--- src/rtl/seg7_pkg.sv ---
// Shared seg7 definitions: letter patterns, letter codes and reader FSM states.
// Patterns use bit order {g,f,e,d,c,b,a}, where 1 means the segment is lit.
package seg7_pkg;

  localparam logic [6:0] PAT_BLANK = 7'b0000000;
  localparam logic [6:0] PAT_A     = 7'b1110111;
  localparam logic [6:0] PAT_B     = 7'b1111100;
  localparam logic [6:0] PAT_D     = 7'b1011110;
  localparam logic [6:0] PAT_U     = 7'b0111110;
  localparam logic [6:0] PAT_L     = 7'b0111000;
  localparam logic [6:0] PAT_DASH  = 7'b1000000;
  localparam logic [6:0] PAT_J     = 7'b0001110;
  localparam logic [6:0] PAT_O     = 7'b0111111;
  localparam logic [6:0] PAT_S     = 7'b1101101;
  localparam logic [6:0] PAT_E     = 7'b1111001;

  localparam logic [3:0] CODE_A    = 4'd0;
  localparam logic [3:0] CODE_B    = 4'd1;
  localparam logic [3:0] CODE_D    = 4'd2;
  localparam logic [3:0] CODE_U    = 4'd3;
  localparam logic [3:0] CODE_L    = 4'd4;
  localparam logic [3:0] CODE_DASH = 4'd5;
  localparam logic [3:0] CODE_J    = 4'd6;
  localparam logic [3:0] CODE_O    = 4'd7;
  localparam logic [3:0] CODE_S    = 4'd8;
  localparam logic [3:0] CODE_E    = 4'd9;
  localparam logic [3:0] ERR_CODE  = 4'hF;

  typedef enum logic [1:0] {
    ST_IDLE    = 2'd0,
    ST_QUALIFY = 2'd1,
    ST_HOLD    = 2'd2
  } state_t;

endpackage

--- src/rtl/seg7_reader_if.sv ---
// Segment sample input plus the 1-deep valid/ready result port of the reader.
// The slave modport is the reader side, and the master modport is the driver/consumer side.
interface seg7_reader_if;
  logic [6:0] seg_in;
  logic       seg_strobe;
  logic [3:0] code_out;
  logic       code_err;
  logic       code_valid;
  logic       code_ready;
  logic       overrun;

  modport slave (
    input  seg_in,
    input  seg_strobe,
    input  code_ready,
    output code_out,
    output code_err,
    output code_valid,
    output overrun
  );

  modport master (
    output seg_in,
    output seg_strobe,
    output code_ready,
    input  code_out,
    input  code_err,
    input  code_valid,
    input  overrun
  );
endinterface

--- src/rtl/seg7_lookup.sv ---
// Combinational pattern-to-letter lookup.
// A pattern that is not in the letter table yields ERR_CODE with err set.
module seg7_lookup
  import seg7_pkg::*;
(
  input  logic [6:0] i_pat,
  output logic [3:0] o_code,
  output logic       o_err
);

  always_comb begin
    o_code = ERR_CODE;
    o_err  = 1'b1;
    unique case (i_pat)
      PAT_A:    begin o_code = CODE_A;    o_err = 1'b0; end
      PAT_B:    begin o_code = CODE_B;    o_err = 1'b0; end
      PAT_D:    begin o_code = CODE_D;    o_err = 1'b0; end
      PAT_U:    begin o_code = CODE_U;    o_err = 1'b0; end
      PAT_L:    begin o_code = CODE_L;    o_err = 1'b0; end
      PAT_DASH: begin o_code = CODE_DASH; o_err = 1'b0; end
      PAT_J:    begin o_code = CODE_J;    o_err = 1'b0; end
      PAT_O:    begin o_code = CODE_O;    o_err = 1'b0; end
      PAT_S:    begin o_code = CODE_S;    o_err = 1'b0; end
      PAT_E:    begin o_code = CODE_E;    o_err = 1'b0; end
      default:  begin o_code = ERR_CODE;  o_err = 1'b1; end
    endcase
  end

endmodule

--- src/rtl/seg7_reader.sv ---
// Debounces strobed 7-segment samples, so that one result is emitted per stable letter.
// Results go out through a 1-deep valid/ready buffer, and the sticky overrun flag records any dropped result.
module seg7_reader
  import seg7_pkg::*;
#(
  parameter int unsigned STABLE = 3
) (
  input logic        clk,
  input logic        rst,
  seg7_reader_if.slave bus
);

  localparam logic [3:0] STB = 4'(STABLE);

  state_t     r_state;
  state_t     w_state_nx;
  logic [6:0] r_cand;
  logic [6:0] w_cand_nx;
  logic [3:0] r_cnt;
  logic [3:0] w_cnt_nx;
  logic       w_adv;
  logic       w_push;
  logic [3:0] r_code;
  logic       r_err;
  logic       r_valid;
  logic       r_ovr;
  logic [3:0] w_lk_code;
  logic       w_lk_err;

  seg7_lookup u_lookup (
    .i_pat  (w_cand_nx),
    .o_code (w_lk_code),
    .o_err  (w_lk_err)
  );

  // A new or repeated sample advances the count; reaching STABLE pushes the result once.
  always_comb begin
    w_state_nx = r_state;
    w_cand_nx  = r_cand;
    w_cnt_nx   = r_cnt;
    w_adv      = 1'b0;
    w_push     = 1'b0;
    if (bus.seg_strobe) begin
      unique case (1'b1)
        (bus.seg_in == PAT_BLANK): begin
          w_state_nx = ST_IDLE;
          w_cnt_nx   = 4'd0;
        end
        (r_state != ST_IDLE && bus.seg_in == r_cand): begin
          if (r_state == ST_QUALIFY) begin
            w_cnt_nx = r_cnt + 4'd1;
            w_adv    = 1'b1;
          end
        end
        default: begin
          w_cand_nx = bus.seg_in;
          w_cnt_nx  = 4'd1;
          w_adv     = 1'b1;
        end
      endcase
      if (w_adv) begin
        if (w_cnt_nx == STB) begin
          w_push     = 1'b1;
          w_state_nx = ST_HOLD;
        end else begin
          w_state_nx = ST_QUALIFY;
        end
      end
    end
  end

  always_ff @(posedge clk or posedge rst) begin
    if (rst) begin
      r_state <= ST_IDLE;
      r_cand  <= 7'd0;
      r_cnt   <= 4'd0;
      r_code  <= 4'd0;
      r_err   <= 1'b0;
      r_valid <= 1'b0;
      r_ovr   <= 1'b0;
    end else begin
      r_state <= w_state_nx;
      r_cand  <= w_cand_nx;
      r_cnt   <= w_cnt_nx;
      if (w_push) begin
        if (!r_valid || bus.code_ready) begin
          r_code  <= w_lk_code;
          r_err   <= w_lk_err;
          r_valid <= 1'b1;
        end else begin
          r_ovr <= 1'b1;
        end
      end else if (r_valid && bus.code_ready) begin
        r_valid <= 1'b0;
      end
    end
  end

  assign bus.code_out   = r_code;
  assign bus.code_err   = r_err;
  assign bus.code_valid = r_valid;
  assign bus.overrun    = r_ovr;

endmodule

--- src/flat_wrapper.sv ---
// flat-port wrapper written by rule: the top's interface ports become plain ports
module seg7_reader_flat import seg7_pkg::*;
#(
  parameter int unsigned STABLE = 3
)
  (clk, rst, bus_seg_in, bus_seg_strobe, bus_code_ready, bus_code_out, bus_code_err, bus_code_valid, bus_overrun);
  seg7_reader_if bus_i ();
  input logic clk;
  input logic rst;
  input wire logic [$bits(bus_i.seg_in)-1:0] bus_seg_in;
  input wire logic [$bits(bus_i.seg_strobe)-1:0] bus_seg_strobe;
  input wire logic [$bits(bus_i.code_ready)-1:0] bus_code_ready;
  output wire logic [$bits(bus_i.code_out)-1:0] bus_code_out;
  output wire logic [$bits(bus_i.code_err)-1:0] bus_code_err;
  output wire logic [$bits(bus_i.code_valid)-1:0] bus_code_valid;
  output wire logic [$bits(bus_i.overrun)-1:0] bus_overrun;
  assign bus_i.seg_in = bus_seg_in;
  assign bus_i.seg_strobe = bus_seg_strobe;
  assign bus_i.code_ready = bus_code_ready;
  assign bus_code_out = bus_i.code_out;
  assign bus_code_err = bus_i.code_err;
  assign bus_code_valid = bus_i.code_valid;
  assign bus_overrun = bus_i.overrun;
  seg7_reader #(.STABLE(STABLE)) u_core (.clk(clk), .rst(rst), .bus(bus_i));
endmodule
--- config.mk ---
export PLATFORM = sky130hd
export DESIGN_NAME = seg7_reader_flat
export DESIGN_NICKNAME = d
export VERILOG_FILES = /design/src/rtl/seg7_pkg.sv /design/src/rtl/seg7_reader_if.sv /design/src/rtl/seg7_lookup.sv /design/src/rtl/seg7_reader.sv /design/src/flat_wrapper.sv
export SDC_FILE = /design/constraint.sdc
export NUM_CORES = 1
export LEC_CHECK = 0
export CAP_MARGIN = 30
export CORE_MARGIN = 10
export CORE_UTILIZATION = 45
export DETAILED_ROUTE_END_ITERATION = 10
export GPL_TIMING_DRIVEN = 0
export PLACE_DENSITY = 0.65
export SKIP_CTS_REPAIR_TIMING = 1
export SLEW_MARGIN = 20
export SYNTH_ARGS = -nofsm -noshare
export SYNTH_HDL_FRONTEND = slang
export SYNTH_SLANG_ARGS = --single-unit
export TNS_END_PERCENT = 10
--- constraint.sdc ---
create_clock -name clk -period 4.5 [get_ports clk]
set_input_delay 0.45 -clock clk [delete_from_list [all_inputs] [get_ports clk]]
set_output_delay 0.45 -clock clk [all_outputs]
set_load 0.005 [all_outputs]
==> results of run 1 <==
[routing by layer]
| layer | vias up | GRT usage, % | share of wire (%) |
|---|---|---|---|
| met3 | 9 | 2.82 | 7.6 |
| met5 | - | 0 | 0 |
| met2 | 60 | 19.1 | 46 |
| li1 | 674 | - | - |
| met4 | 0 | 4.12 | 1.7 |
| met1 | 670 | 16.3 | 45 |
[registers in the layout, indices dropped and copies added, names as in the netlist]
signal / count
u_core.r_cnt: 4
u_core.bus.code_err: 1
u_core.bus.overrun: 1
u_core.bus.code_out: 4
u_core.r_cand: 7
u_core.bus.code_valid: 1
u_core.r_state: 2
[critical path, cell delays in order]
cell	delay (ns)
sky130_fd_sc_hd__clkdlybuf4s50_1	0.53
sky130_fd_sc_hd__xor2_1	0.22
sky130_fd_sc_hd__nor4_2	0.48
sky130_fd_sc_hd__a21oi_2	0.21
sky130_fd_sc_hd__and2_4	0.22
sky130_fd_sc_hd__a31oi_1	0.21
sky130_fd_sc_hd__o211ai_1	0.14
sky130_fd_sc_hd__or3_4	0.42
sky130_fd_sc_hd__o21ai_2	0.07
[worst min path at each step]
stage | from | end | slack (ns)
final | bus_seg_in[4] | u_core.r_cand[4]$_DFF_PP0_ | 0.45
after global routing | bus_seg_in[4] | u_core.r_cand[4]$_DFF_PP0_ | 0.45
after CTS | bus_seg_in[4] | u_core.r_cand[4]$_DFF_PP0_ | 0.45
after detailed placement | u_core.bus.code_err$_DFFE_PP0P_ | u_core.bus.code_err$_DFFE_PP0P_ | 0.46
after global placement | u_core.bus.overrun$_DFFE_PP0P_ | u_core.bus.overrun$_DFFE_PP0P_ | 0.46
after floorplan | rst | u_core.bus.code_err$_DFFE_PP0P_ | 0.41
[synth_stat cells, types with 2 or more instances]
library cell               count  area (sq um)
sky130_fd_sc_hd__a211oi_1      2          15.0
sky130_fd_sc_hd__a21oi_1       6          30.0
sky130_fd_sc_hd__a31oi_1       2          12.5
sky130_fd_sc_hd__and2_1        2          12.5
sky130_fd_sc_hd__buf_2         8          40.0
sky130_fd_sc_hd__buf_4         2          15.0
sky130_fd_sc_hd__buf_6         4          45.0
sky130_fd_sc_hd__dfrtp_1      20           500
sky130_fd_sc_hd__inv_1         5          18.8
sky130_fd_sc_hd__mux2_1        7          78.8
sky130_fd_sc_hd__nand2_1      19          71.3
sky130_fd_sc_hd__nand3_1       8          40.0
sky130_fd_sc_hd__nand3b_1      3          22.5
sky130_fd_sc_hd__nand4_1       3          18.8
sky130_fd_sc_hd__nor2_1        9          33.8
sky130_fd_sc_hd__nor2b_1       4          25.0
sky130_fd_sc_hd__nor3_1        3          15.0
sky130_fd_sc_hd__nor3b_1       4          30.0
sky130_fd_sc_hd__nor4_2        2          25.0
sky130_fd_sc_hd__o21ai_0      10          50.1
sky130_fd_sc_hd__o21ai_1       3          15.0
sky130_fd_sc_hd__o21ai_2       3          26.3
sky130_fd_sc_hd__o21bai_1      2          15.0
sky130_fd_sc_hd__o22ai_1       2          12.5
sky130_fd_sc_hd__o31ai_1       3          22.5
sky130_fd_sc_hd__or4_1         2          15.0
sky130_fd_sc_hd__xor2_1       10          87.6
[final cells by class]
| class | instances | area, sq um |
|---|---|---|
| well taps | 46 | 57.6 |
| inverters | 5 | 18.8 |
| plain buffers | 14 | 100 |
| flip-flops and latches | 20 | 500 |
| clock buffers | 3 | 22.5 |
| fillers | 329 | 1580 |
| multi-input cells | 140 | 965 |
| repair buffers | 12 | 120 |
[cell families after synthesis]
kind of cell / share of synthesized area, %
xor+xnor: 6.08
mux: 5.61
simple gates: 28.8
fa+ha+maj: 0.790
flops: 31.6
compound gates: 19.6
buf+inv: 7.50
[power groups by stage]
stage	registers [W]	logic (W)	clock network (W)
3_3_place_gp	0.000195	0.000104	0
2_1_floorplan	0.000194	0.0000809	0
4_1_cts	0.000192	0.000106	0.0000884
5_1_grt	0.000193	0.000118	0.0000954
3_5_place_dp	0.000195	0.000106	0
6_report	0.000192	0.000107	0.0000877
[metrics by stage]
stage	cells	util [%]	area [sq um]	power, W	setup WS (ns)
2_1_floorplan	179	-	1580	0.000275	2.26
3_3_place_gp	237	52.4	1760	0.000299	1.51
3_5_place_dp	237	52.4	1760	0.000301	1.50
4_1_cts	240	53.1	1780	0.000386	1.83
5_1_grt	240	53.1	1780	0.000406	1.68
6_report	240	53.1	1780	0.000387	1.79
==> flow_summary_export.csv, run 1 <==
group,metric,value,unit
run_status,status,"finished clean",
route,detail_route.drc_violations,0,
cells_and_area,areaGrowthSynthToFinish,12.6,%
cells_and_area,final_common_cell,"sky130_fd_sc_hd__dfrtp_1",
route,num_vias,1413,
floorplanning,floorplan.rows,21,
hold_path,worstHoldPathType,"in -> reg",
placement,detailed_place_hpwl,2860,microns
worst_setup_path,worst_setup_start_kind,"input pin",
logic_synthesis,syn-instance-count,179,
timing,fin_setup_tns,0,ns
cells_and_area,layout.cells.most_common_list,"sky130_fd_sc_hd__dfrtp_1, sky130_fd_sc_hd__nand2_1, sky130_fd_sc_hd__clkdlybuf4s50_1, sky130_fd_sc_hd__xor2_1, sky130_fd_sc_hd__o21ai_0",
logic_synthesis,postSynthRegisterBits,20,
logic_synthesis,seq_area_frac_synth,31.6,%
route,avgViaCountPerCell,5.89,
logic_synthesis,synth_top_flop_cell,"sky130_fd_sc_hd__dfrtp_1",
clocking,cts_tree,"built",
route,dr.first_iter.drc_count,126,
timing,final_number_of_hold_violating_endpoints,0,
job,number_of_max_cap_violations,0,
worst_setup_path,timing.critical_path.fanout_max,7,
power,vdd_ir_drop_max,0.000132,V
route,dr_wl_cell,15.7,microns
clocking,cts_inserted_buffers,3,
floorplanning,design.die.area,6290,sq um
worst_setup_path,critPathLaunch,"bus_seg_in[1]",
placement,io_buffers,12,
logic_synthesis,ys_warn_count,0,
clocking,cts.reportedPaths.clkPinSlew,0.11,ns
worst_setup_path,reg2reg_slack,2.02,ns
cells_and_area,drive_gt1_share,16.0,%
worst_setup_path,crit_end,"u_core.bus.code_out[0]$_DFFE_PP0P_",
power,netSwitchingPower,0.000125,W
timing,final_slew_viol_count,0,
timing,grt_setup_unrepaired,"false",
logic_synthesis,postSynthNetCount,191,
timing,setup_viol,0,
timing,finalClockSkew,0.00458,ns
worst_setup_path,worst_ep_required_time,4.74,ns
floorplanning,core,3360,sq um
power,comb_power_share,27.8,%
logic_synthesis,synthesis.area_per_instance,8.85,sq um
hold_path,worstHoldPathCells,2,
global_route,pin_count_of_the_biggest_net_entering_global_routing,21,
logic_synthesis,synth_edf_count,0,
global_route,grt_antenna_before_repair,0,
global_route,grt_first_pass_wirelength,6510,microns
power,intPower,0.000262,W
clocking,clock_tree.buffer_depth,2,
cells_and_area,antennaDiodeCount,0,
global_route,grt_pass1_vias,1391,
worst_setup_path,regToRegEndpoint,"u_core.bus.code_out[0]$_DFFE_PP0P_",
logic_synthesis,synth_async_sr_flop_share,100,%
route,ant_nets,0,
floorplanning,die_h,79.3,microns
floorplanning,die_width,79.3,microns
clocking,clk_latency,0.31,ns
worst_setup_path,r2r_cells,9,
timing,relative_max_transition_margin,50.2,%
logic_synthesis,post_synth_instance_area,1580,sq um
power,power.clock.fraction,22.7,%
global_route,grt-ovfl-total,0,
cells_and_area,nets,208,
placement,finalWeightedCongestion,0.876,
logic_synthesis,synth_cell_type_count,58,
route,drt-total-wl,3780,microns
worst_setup_path,timing.rr.start,"u_core.r_cand[4]$_DFF_PP0_",
worst_setup_path,endpoint_kind,"flip-flop",
floorplanning,initial_standard_cell_utilization_of_the_core,47.1,%
power,p_per_area,217,nW/um^2
clocking,cts-root-buf,"sky130_fd_sc_hd__clkbuf_4",
floorplanning,design.portCount,18,
timing,fin_crit_sh,60.2,%
worst_setup_path,critical_path_arrival,2.95,ns
clocking,cts_max_level,1,
worst_setup_path,worst-setup-path-type,"in -> reg",
power,power.sequential.fraction,49.6,%
timing,layout_min_cycle_time,2.71,ns
power,power.share.switching,32.3,%
timing,final.hold.worst_slack,0.452,ns
timing,worstMarginPinSlew,0.746,ns
timing,timing.fmax,0.369,GHz
power,power_leakage,0.722,nW
route,drt_pass1_iterations,5,
clocking,clkSinkCount,20,
global_route,track_usage,12.3,%
Note: power is estimated with default switching activity, not from simulation.
==> run 2, diff against run 1 <==
Clock period 4.5 ns to 2.8 ns, I/O delays scaled along.
==> results of run 2 <==
Same layout as run 1 (identical final DEF). Status: finished clean.
Main changes from that run: setup slack after placement 1.50 ns -> -0.0282 ns; setup slack after layout 1.79 ns -> 0.262 ns; hold slack 0.452 ns -> 0.282 ns; register-to-register setup slack 2.02 ns -> 0.32 ns; total power 0.000387 W -> 0.000621 W; worst IR drop on VDD 0.000132 V -> 0.000212 V
